File: src/rtl/bm_memory_pkg.sv
// ---------------------------------------------------------------------------
// bm_memory_pkg
// Shared definitions for the parametrised benchmark memory:
//   - clear-sequencer state encoding (CLEAR / IDLE)
//   - clog2 helper used to size the sweep counter
// No ports.
// ---------------------------------------------------------------------------
package bm_memory_pkg;

   localparam logic ST_CLEAR = 1'b0;
   localparam logic ST_IDLE  = 1'b1;

   // Ceiling log2; clog2(1) = 0.
   function automatic int unsigned clog2(input int unsigned value);
      int unsigned res;
      int unsigned v;
      res = 0;
      v   = (value > 0) ? value - 1 : 0;
      while (v > 0) begin
         res++;
         v = v >> 1;
      end
      return res;
   endfunction

endpackage

File: src/rtl/bm_param_memory_if.sv
// ---------------------------------------------------------------------------
// bm_param_memory_if
// Access bus of the benchmark memory.
//   master : drives clear, we/waddr/wdata, re/raddr; observes rdata/rvalid/busy
//   slave  : the memory side of the same signals
// ---------------------------------------------------------------------------
interface bm_param_memory_if #(
   parameter int unsigned WORD_SIZE = 4,
   parameter int unsigned ADDR_BITS = 2
) ();

   logic                 clear;
   logic                 we;
   logic [ADDR_BITS-1:0] waddr;
   logic [WORD_SIZE-1:0] wdata;
   logic                 re;
   logic [ADDR_BITS-1:0] raddr;
   logic [WORD_SIZE-1:0] rdata;
   logic                 rvalid;
   logic                 busy;

   modport master (
      output clear, we, waddr, wdata, re, raddr,
      input  rdata, rvalid, busy
   );

   modport slave (
      input  clear, we, waddr, wdata, re, raddr,
      output rdata, rvalid, busy
   );

endinterface

File: src/rtl/bm_mem_clear_seq.sv
// ---------------------------------------------------------------------------
// bm_mem_clear_seq
// Two-state sequencer that sweeps every word of the array with zero after
// reset or on a clear request.
// Ports:
//   clock    : rising-edge clock
//   reset    : asynchronous active-low reset (restarts the sweep at word 0)
//   clear    : request a new sweep (honoured only when idle)
//   busy     : high while sweeping
//   clr_we   : write strobe for the array during the sweep
//   clr_addr : word being zeroed this cycle
// ---------------------------------------------------------------------------
module bm_mem_clear_seq
   import bm_memory_pkg::*;
#(
   parameter int unsigned ADDR_BITS = 2,
   parameter int unsigned DEPTH     = 2**ADDR_BITS
) (
   input  logic                 clock,
   input  logic                 reset,
   input  logic                 clear,
   output logic                 busy,
   output logic                 clr_we,
   output logic [ADDR_BITS-1:0] clr_addr
);

   // Wide enough to hold 2**ADDR_BITS, so a full-depth sweep never aliases.
   localparam int unsigned     CNT_W = clog2((2**ADDR_BITS) + 1);
   localparam logic [CNT_W-1:0] LAST = CNT_W'(DEPTH - 1);

   logic             r_state;
   logic             w_state_d;
   logic [CNT_W-1:0] r_cnt;
   logic [CNT_W-1:0] w_cnt_d;

   always_comb begin
      w_state_d = r_state;
      w_cnt_d   = r_cnt;
      case (r_state)
         ST_CLEAR: begin
            if (r_cnt == LAST) begin
               w_state_d = ST_IDLE;
               w_cnt_d   = '0;
            end else begin
               w_cnt_d = r_cnt + CNT_W'(1);
            end
         end
         default: begin
            if (clear) begin
               w_state_d = ST_CLEAR;
               w_cnt_d   = '0;
            end
         end
      endcase
   end

   always_ff @(posedge clock or negedge reset) begin
      if (!reset) begin
         r_state <= ST_CLEAR;
         r_cnt   <= '0;
      end else begin
         r_state <= w_state_d;
         r_cnt   <= w_cnt_d;
      end
   end

   assign busy     = (r_state == ST_CLEAR);
   assign clr_we   = busy;
   assign clr_addr = r_cnt[ADDR_BITS-1:0];

endmodule

File: src/rtl/bm_param_memory.sv
// ---------------------------------------------------------------------------
// bm_param_memory
// Parametrised register-file memory: one write port, one registered read
// port with a valid strobe, and a hardware zeroing sweep after reset/clear.
// Ports:
//   clock : rising-edge clock
//   reset : asynchronous active-low reset
//   bus   : bm_param_memory_if.slave (clear, we/waddr/wdata, re/raddr,
//           rdata/rvalid/busy)
// Build option:
//   BM_MEM_BYPASS_EN - same-cycle write/read of one in-range address returns
//                      the new write data instead of the old word.
// ---------------------------------------------------------------------------
module bm_param_memory
   import bm_memory_pkg::*;
#(
   parameter int unsigned WORD_SIZE = 4,
   parameter int unsigned ADDR_BITS = 2,
   parameter int unsigned DEPTH     = 2**ADDR_BITS
) (
   input  logic              clock,
   input  logic              reset,
   bm_param_memory_if.slave  bus
);

   localparam logic [ADDR_BITS:0] DEPTH_V = (ADDR_BITS + 1)'(DEPTH);

   logic [WORD_SIZE-1:0] r_mem [DEPTH];
   logic [WORD_SIZE-1:0] r_rdata;
   logic                 r_rvalid;

   logic                 w_busy;
   logic                 w_clr_we;
   logic [ADDR_BITS-1:0] w_clr_addr;
   logic                 w_waddr_ok;
   logic                 w_raddr_ok;
   logic                 w_rd_en;
   logic [WORD_SIZE-1:0] w_rd_word;

   bm_mem_clear_seq #(
      .ADDR_BITS (ADDR_BITS),
      .DEPTH     (DEPTH)
   ) u_clear_seq (
      .clock    (clock),
      .reset    (reset),
      .clear    (bus.clear),
      .busy     (w_busy),
      .clr_we   (w_clr_we),
      .clr_addr (w_clr_addr)
   );

   assign w_waddr_ok = ({1'b0, bus.waddr} < DEPTH_V);
   assign w_raddr_ok = ({1'b0, bus.raddr} < DEPTH_V);
   assign w_rd_en    = bus.re & ~w_busy;

   // Out-of-range reads return zero rather than an undefined word.
   always_comb begin
      w_rd_word = '0;
      if (w_raddr_ok) begin
         w_rd_word = r_mem[bus.raddr];
`ifdef BM_MEM_BYPASS_EN
         if (bus.we && (bus.waddr == bus.raddr)) begin
            w_rd_word = bus.wdata;
         end
`endif
      end
   end

   // Array has no reset; the sweep port owns it while busy.
   always_ff @(posedge clock) begin
      if (w_clr_we) begin
         r_mem[w_clr_addr] <= '0;
      end else if (bus.we && w_waddr_ok) begin
         r_mem[bus.waddr] <= bus.wdata;
      end
   end

   always_ff @(posedge clock or negedge reset) begin
      if (!reset) begin
         r_rdata  <= '0;
         r_rvalid <= 1'b0;
      end else begin
         r_rvalid <= w_rd_en;
         if (w_rd_en) begin
            r_rdata <= w_rd_word;
         end
      end
   end

   assign bus.rdata  = r_rdata;
   assign bus.rvalid = r_rvalid;
   assign bus.busy   = w_busy;

endmodule

File: src/flat_wrapper.sv
// flat-port wrapper written by rule: the top's interface ports become plain ports
module bm_param_memory_flat import bm_memory_pkg::*;
#(
   parameter int unsigned WORD_SIZE = 4,
   parameter int unsigned ADDR_BITS = 2,
   parameter int unsigned DEPTH     = 2**ADDR_BITS
)
  (clock, reset, bus_clear, bus_we, bus_waddr, bus_wdata, bus_re, bus_raddr, bus_rdata, bus_rvalid, bus_busy);
  bm_param_memory_if #(.WORD_SIZE(WORD_SIZE), .ADDR_BITS(ADDR_BITS)) bus_i ();
  input  logic clock;
  input  logic reset;
  input wire logic [$bits(bus_i.clear)-1:0] bus_clear;
  input wire logic [$bits(bus_i.we)-1:0] bus_we;
  input wire logic [$bits(bus_i.waddr)-1:0] bus_waddr;
  input wire logic [$bits(bus_i.wdata)-1:0] bus_wdata;
  input wire logic [$bits(bus_i.re)-1:0] bus_re;
  input wire logic [$bits(bus_i.raddr)-1:0] bus_raddr;
  output wire logic [$bits(bus_i.rdata)-1:0] bus_rdata;
  output wire logic [$bits(bus_i.rvalid)-1:0] bus_rvalid;
  output wire logic [$bits(bus_i.busy)-1:0] bus_busy;
  assign bus_i.clear = bus_clear;
  assign bus_i.we = bus_we;
  assign bus_i.waddr = bus_waddr;
  assign bus_i.wdata = bus_wdata;
  assign bus_i.re = bus_re;
  assign bus_i.raddr = bus_raddr;
  assign bus_rdata = bus_i.rdata;
  assign bus_rvalid = bus_i.rvalid;
  assign bus_busy = bus_i.busy;
  bm_param_memory #(.WORD_SIZE(WORD_SIZE), .ADDR_BITS(ADDR_BITS), .DEPTH(DEPTH)) u_core (.clock(clock), .reset(reset), .bus(bus_i));
endmodule
File: config.mk
export PLATFORM = sky130hd
export DESIGN_NAME = bm_param_memory_flat
export DESIGN_NICKNAME = d
export VERILOG_FILES = /design/src/rtl/bm_memory_pkg.sv /design/src/rtl/bm_param_memory_if.sv /design/src/rtl/bm_mem_clear_seq.sv /design/src/rtl/bm_param_memory.sv /design/src/flat_wrapper.sv
export SDC_FILE = /design/constraint.sdc
export NUM_CORES = 1
export LEC_CHECK = 0
export BUFFER_PORTS_ARGS = -buffer_cell sky130_fd_sc_hd__buf_2
export CAP_MARGIN = 30
export CORE_MARGIN = 10
export CORE_UTILIZATION = 35
export DETAILED_ROUTE_END_ITERATION = 8
export PLACE_DENSITY = 0.61
export SLEW_MARGIN = 20
export SYNTH_ARGS = -nofsm -noshare
export SYNTH_HDL_FRONTEND = slang
export SYNTH_SLANG_ARGS = --single-unit
File: constraint.sdc
create_clock -name clock -period 2.71 [get_ports clock]
set_input_delay 0.1355 -clock clock [delete_from_list [all_inputs] [get_ports clock]]
set_output_delay 0.1355 -clock clock [all_outputs]
set_load 0.02 [all_outputs]
==> metrics.md, run 1 <==
| Metric | Value |
|---|---|
| Synth top cells by count | `edfxtp_1 (16), dfrtp_1 (9)` |
| Largest net degree at the start of global routing | `15` |
| Post-CTS Setup Bufs | `0` |
| LEAKAGE | `~0.52 nW` |
| Cell family contributing the most delay on the critical path | `compound AO/OA/AOI/OAI gates` |
| Status | `finished, final reports clean` |
| Number of synthesized flops with an enable pin | `16` |
| Cell taking the most area after synthesis | `edfxtp_1` |
| Worst reg2reg path depth | `1` |
| ANT cells | `0` |
| CP Capture Type | `flop` |
| Max Fclk | `0.645 GHz` |
| Period minus WS final | `around 1.6 ns` |
| Die Y-Extent | `between 70 and 80 um` |
| Seq cells post-synth | `25` |
| Cell count after synthesis | `61` |
| Clock transition at the registers of the reported paths | `0.13 ns` |
| Largest family of logic cells by synthesized area | `multiplexers` |
| Fin nets | `98` |
| Gp weighted congestion | `between 0.7 and 0.8` |
| DRT Wirelength | `1800 um` |
| Compound-Gate Fraction of Synth Area | `around 4.6%` |
| Max clock buf depth | `2` |
| Multiplexer share of the synthesized area | `16.4%` |
| Worst skew pair latency | `0.31 ns` |
| Initial antenna violation count | `0` |
| Slew Viols, Final | `0` |
| Crit-path slowest cell | `o32ai_1` |
| Layout area overhead | `15.7%` |
| Critical Path AT | `1.51 ns` |
| Worst Path Class, Setup | `reg2reg` |
| Die Footprint | `~5500 um2` |
| PwrDens | `976 nW/um2` |
| Cts repair resizes | `0` |
| Critical Path Stages | `1` |
| Initial cell density of the core | `37.2%` |
| Period Utilization, post-route | `57.2%` |
| Top routing layer in use | `met4` |
| Wire length on met2 | `~850 um` |
| Syn_nets | `between 70 and 80` |
| WL met3 | `178 um` |
| R2R Path Start | `u_core.u_clear_seq.r_state` |
| Initial DRC count | `19` |
| Final antenna-violating net count | `0` |
| XOR/XNOR share of the synthesized area | `0%` |
| Startpoint types | `flop` |
| Syn Area/Cell | `between 15 and 20 um2` |
| Top_reg_cell synth | `edfxtp_1` |
| Placed standard-cell area | `1160 um2` |
| Hold path start | `bus_clear` |
| Unrepaired setup endpoints after global routing | `no` |
| Setup tns final | `0 ns` |
| Router iterations before antenna repair | `4` |
| Hold Crit Depth | `2` |
| IO Port Bufs | `18` |
| Total grt overflow | `0` |
| Worst-Margin Slew | `0.646 ns` |
| Drt drc | `0` |
| Top-area cell type share of the netlist area | `46.4%` |
| TritonCTS Sinks | `25` |
| Critical path fanouts, max | `14` |
| Crit-path cells | `o32ai_1` |
| Yosys warns | `0` |
| GR Util All Layers | `6.89%` |
| Maximum vdd drop | `approximately 0.00048 V` |
| First-pass GRT wire length | `2910 um` |
| Critical Path RT | `2.67 ns` |
| Max-slew headroom | `56.8%` |
| Top cells by area, synth | `edfxtp_1 (46%), dfrtp_1 (22%), mux4_1 (10%)` |
| Post-synthesis cell area | `around 1000 um2` |
| Share of cells above drive strength 1 | `between 30 and 40%` |
| Vias per cell | `4.96` |
| Most common cell in the synthesized netlist | `edfxtp_1` |
| HPWL Detailed | `1440 um` |
| Post-Route M1 WL | `760 um` |
| Worst hold path type | `in2reg` |
| Worst path buffer plus inverter count | `0` |
| Setup Viol. Count Final | `0` |
| CTS tree | `built` |
| R2R Setup Slk | `1.16 ns` |
| Clock root cell | `clkbuf_4` |
| # IOs | `19` |
| Design area | `around 1200 um2` |
| Worst setup margin | `1.16 ns` |
| Max incr delay on CP | `0.65 ns` |
| WHS Endpoint | `u_core.u_clear_seq.r_state` |
| Worst slack, placed | `1.17 ns` |
| Sequential cell area fraction in the yosys report | `68.2%` |
| Post-synthesis adder-cell area fraction | `under 10%` |
| Worst Clk Skew | `0.00775 ns` |
| Number of max-cap violations | `0` |
| Area of the core | `2780 um2` |
| Cts hold-fix bufs | `1` |
| Vias | `~570` |
| CTS Buf Count | `3` |
| Yosys cell types | `18` |
| Simple-Gate Fraction of Synth Area | `8.10%` |
| Die W | `~74 um` |
| Final hold violations | `0` |
| H-tree depth | `1` |
| Reg2reg end | `u_core.r_mem[2][3]` |
| Vias in the first global route | `roughly 620` |
| Share of flip-flops with an asynchronous set or reset | `36.0%` |
| Routed WL per cell | `around 16 um` |
| # rows | `19` |
[through the flow]
step	util (%)	total power, mW	cells	hold slack (ns)
6_report	43.0	1.17	114	0.0214
5_1_grt	43.0	1.25	114	0.00265
4_1_cts	43.0	1.19	114	0.0108
3_5_place_dp	41.7	1.03	109	-0.00108
3_3_place_gp	41.7	1.01	109	-0.0000550
2_1_floorplan	-	0.905	61	-0.160
[registers in the layout (all words and copies together), names as in the netlist]
signal,flops
u_core.u_clear_seq.r_cnt,3
u_core.r_mem,16
u_core.bus.rdata,4
u_core.u_clear_seq.r_state,1
u_core.bus.rvalid,1
[worst max path at each step]
stage	start	to	slack (ns)
global placement	u_core.u_clear_seq.r_state	u_core.r_mem[2][2]	1.24
detailed placement	u_core.u_clear_seq.r_state	u_core.r_mem[2][3]	1.17
global route	u_core.u_clear_seq.r_state	u_core.r_mem[2][3]	1.07
finish	u_core.u_clear_seq.r_state	u_core.r_mem[2][3]	1.16
floorplan	u_core.u_clear_seq.r_state	u_core.r_mem[2][0]	1.26
CTS	u_core.u_clear_seq.r_state	u_core.r_mem[2][3]	1.15
[layout by cell type, fill, tap and decap left out]
cell | synthesis | routed
nand2_1 | 4 | 4
clkbuf_4 | 0 | 3
o2bb2ai_1 | 2 | 2
o22ai_1 | 2 | 2
and3_1 | 4 | 4
nand2b_1 | 4 | 4
mux2i_1 | 2 | 2
nor2_1 | 1 | 1
and2_1 | 1 | 1
mux4_1 | 4 | 4
and3b_1 | 1 | 1
o32ai_1 | 1 | 1
buf_2 | 0 | 18
edfxtp_1 | 16 | 16
a31o_2 | 1 | 1
mux2_2 | 4 | 4
ha_1 | 1 | 1
inv_1 | 3 | 3
dlygate4sd3_1 | 0 | 1
clkinv_2 | 0 | 1
dfrtp_1 | 9 | 9
[cells by family (layout without fill, tap and decap cells)]
group                    Yosys count  in the layout
flip-flops                        25             25
multiplexers                      10             10
AND/OR/NAND/NOR                   15             15
AO/OA/AOI/OAI                      6              6
buffers and inverters              4             26
adder cells (fa/ha/maj)            1              1
[where the power goes]
part / leakage (nW) / internal, mW / switching, mW / total [mW]
clock network: 0.0177 / 0.0551 / 0.105 / 0.160
logic: 0.234 / 0.164 / 0.202 / 0.367
registers: 0.268 / 0.573 / 0.0699 / 0.642
[layer usage]
metal | GRT usage [%] | up-vias
met5 | 0 | -
met4 | 3.66 | 0
met3 | 3.19 | 2
met2 | 10.3 | 21
met1 | 8.05 | 262
li1 | - | 280
[layout make-up]
cell class                 instances  area, um2
fill                             255       1580
multi-input combinational         32        314
sequential                        25        706
clock inverter                     1       5.00
clock buffer                       3       22.5
inverter                           3       11.3
tap                               31       38.8
timing repair buffer              19        100
Power figures use the tool's default switching activity.
==> run 2: changes to the inputs <==
- ABC_AREA: unset -> 1
- clock period: 2.71 -> 1.6 ns (I/O delays scaled with it)
==> run 2 against run 1 <==
Via count rose by 43%. Register-to-register slack got worse by 0.97 ns. Critical path depth rose by 4. Routed wire length rose by 12%. Clock skew fell by 0.00082 ns. Critical endpoint is now u_core.r_mem[3][2]. Largest power group unchanged. Combinational power rose by 95%. Synthesized area rose by 9.3%. Largest cell class unchanged.
==> metrics.md, run 2 <==
| Metric | Value |
|---|---|
| Yosys cell types | `18` |
| Initial cell density of the core | `between 30% and 40%` |
| DRT Wirelength | `2020 um` |
| Slew Viols, Final | `0` |
| Fin Hold WS | `approximately 0.039 ns` |
| Maximum vdd drop | `about 0.00057 V` |
| R2R Setup Slk | `approximately 0.19 ns` |
| Worst Path Class, Setup | `reg2reg` |
| Worst reg2reg path depth | `5` |
| Critical Path RT | `1.58 ns` |
| Cell taking the most area after synthesis | `edfxtp_1` |
| # IOs | `19` |
| Top-area cell type share of the netlist area | `42.5%` |
| PwrDens | `1560 nW/um2` |
| Layout area overhead | `15.6%` |
| Post-CTS Setup Bufs | `0` |
| LEAKAGE | `0.675 nW` |
| CTS tree | `built` |
| GR Util All Layers | `7.01%` |
| Yosys warns | `0` |
| Compound-Gate Fraction of Synth Area | `2.77%` |
| Reg2reg end | `u_core.r_mem[3][2]` |
| Cts hold-fix bufs | `1` |
| CTS Buf Count | `3` |
| Area of the core | `3080 um2` |
| Critical path fanouts, max | `7` |
| Hold path start | `bus_clear` |
| Number of max-cap violations | `0` |
| Setup Viol. Count Final | `0` |
| Syn Area/Cell | `slightly above 9 um2` |
| Vias | `roughly 810` |
| Max clock buf depth | `2` |
| Most flops, register | `u_core.r_mem` |
| Initial DRC count | `37` |
| Period Utilization, post-route | `88.4%` |
| Worst setup margin | `0.186 ns` |
| Startpoint types | `flop` |
| Footprint of the multi-input gates | `a little over 300 um2` |
| Worst slack, placed | `~0.18 ns` |
| Share of cells above drive strength 1 | `roughly a fifth` |
| Cell family contributing the most delay on the critical path | `simple AND/OR/NAND/NOR gates` |
| Critical Path AT | `1.40 ns` |
| Drt drc | `0` |
| Max-slew headroom | `between 70% and 80%` |
| Period minus WS final | `1.41 ns` |
| Cell count after synthesis | `approximately 120` |
| IO Port Bufs | `18` |
| WHS Endpoint | `u_core.u_clear_seq.r_state` |
| Die W | `slightly below 80 um` |
| Sequential cell area fraction in the yosys report | `62.4%` |
| Final antenna-violating net count | `0` |
| Die Footprint | `5910 um2` |
| Cts repair resizes | `0` |
| Top_reg_cell synth | `edfxtp_1` |
| Commonest non-fill, non-tap cells in the layout | `nand2_1 (38), inv_1 (25), buf_2 (18)` |
| Gp weighted congestion | `0.858` |
| Final hold violations | `0` |
| H-tree depth | `1` |
| Worst path buffer plus inverter count | `0` |
| ANT cells | `0` |
| First-pass GRT wire length | `3440 um` |
| Initial antenna violation count | `0` |
| Routed WL per cell | `10.7 um` |
| Max Fclk | `0.707 GHz` |
| Crit-path slowest cell | `dfrtp_1` |
| Syn_nets | `137` |
| Placed standard-cell area | `1270 um2` |
| Router iterations before antenna repair | `4` |
| Simple-Gate Fraction of Synth Area | `23.7%` |
| Synth top cells by count | `nand2_1 (38), inv_1 (25), edfxtp_1 (16), nand3_1 (11), dfrtp_1 (9)` |
| Fin nets | `between 150 and 200` |
| Commonest non-fill, non-tap cell in the layout | `nand2_1` |
| Largest family of logic cells by synthesized area | `simple AND/OR/NAND/NOR gates` |
| HPWL Detailed | `1710 um` |
| Worst-Margin Slew | `0.330 ns` |
| Die Y-Extent | `76.8 um` |
| Worst Clk Skew | `0.00693 ns` |
| R2R Path Start | `u_core.u_clear_seq.r_state` |
| XOR/XNOR share of the synthesized area | `0%` |
| Unrepaired setup endpoints after global routing | `no` |
| Total grt overflow | `0` |
| Number of synthesized flops with an enable pin | `16` |
| Clock transition at the registers of the reported paths | `~0.12 ns` |
| Status | `finished, final reports clean` |
| Design area | `1310 um2` |
| # rows | `20` |
| Worst skew pair latency | `0.30 ns` |
| Crit-path cells | `nand2_2 -> nand2_1 -> nand2_1 -> nand2_2 -> nor2_1` |
| Max FFs per register | `16` |
| Multiplexer share of the synthesized area | `0%` |
| Hold Crit Depth | `4` |
| Pwr Total | `2.04 mW` |
| Setup tns final | `0 ns` |
| Filler cells | `~310` |
| Share of flip-flops with an asynchronous set or reset | `36.0%` |
| Seq. cell area | `706 um2` |
| Most common cell in the synthesized netlist | `nand2_1` |
| Post-synthesis cell area | `between 1000 and 1500 um2` |
| Top cells by area, synth | `edfxtp_1 (42%), dfrtp_1 (20%), nand2_1 (13%)` |
| Vias in the first global route | `824` |
| TritonCTS Sinks | `25` |
| Largest net degree at the start of global routing | `14` |
| Vias per cell | `~4.3` |
| Clock root cell | `clkbuf_4` |
| Worst hold path type | `in2reg` |
| Post-synthesis adder-cell area fraction | `under 10%` |
| Seq cells post-synth | `25` |
| CP Capture Type | `flop` |
| Max incr delay on CP | `between 0.4 and 0.5 ns` |
==> run 2: cell types whose count changed after synthesis, sizes merged, moves of 7 or more <==
cell / before / now
nor2: 1 / 8
nand2: 4 / 40
nand3: 0 / 12
inv: 3 / 29
==> run 2: cell type report <==
class                   count  area share, %
clock buffers               4           2.01
inverters                  29           8.33
multi-input cells          68           23.8
flip-flops and latches     25           54.0
well taps                  44           4.21
repair buffers             19           7.66
==> run 2: worst max-delay path by stage <==
stage                                from            endpoint  depth (start not counted)
2_1_floorplan  u_core.u_clear_seq.r_state  u_core.r_mem[1][0]                          4
3_3_place_gp   u_core.u_clear_seq.r_state  u_core.r_mem[2][2]                          5
3_5_place_dp   u_core.u_clear_seq.r_state  u_core.r_mem[3][2]                          5
4_1_cts        u_core.u_clear_seq.r_state  u_core.r_mem[3][2]                          5
5_1_grt        u_core.u_clear_seq.r_state  u_core.r_mem[3][2]                          5
6_report       u_core.u_clear_seq.r_state  u_core.r_mem[3][2]                          5
==> run 2: per-layer routing <==
metal  GRT usage, %  vias up  routed length (um)
li1               -      420                   -
met1           8.15      359                 953
met2           10.9       24                 887
met3           3.61        4                 150
met4           2.23        0                  26
met5              0        -                   0
==> run 2: where the power goes <==
group	leakage, nW	internal, mW	switching (mW)
sequential	0.269	0.968	0.0969
combinational	0.391	0.236	0.480
clock	0.0150	0.0971	0.162
==> run 2: cells by family (layout without fill, tap and decap cells) <==
logic type	count (synthesis)	count (layout)
buf+inv	30	52
simple gates	62	62
compound gates	5	5
fa+ha+maj	1	1
flops	25	25
==> run 2: worst min-delay path, stage by stage <==
cell	delay [ns]
buf_2	0.08
nand2_1	0.04
inv_1	0.07
a21oi_1	0.05
==> run 2: metrics by stage <==
step                      util (%)  cells
after floorplan                  -    123
after global placement        41.3    184
after detailed placement      41.3    184
after CTS                     42.5    189
after global routing          42.5    189
final                         42.5    189
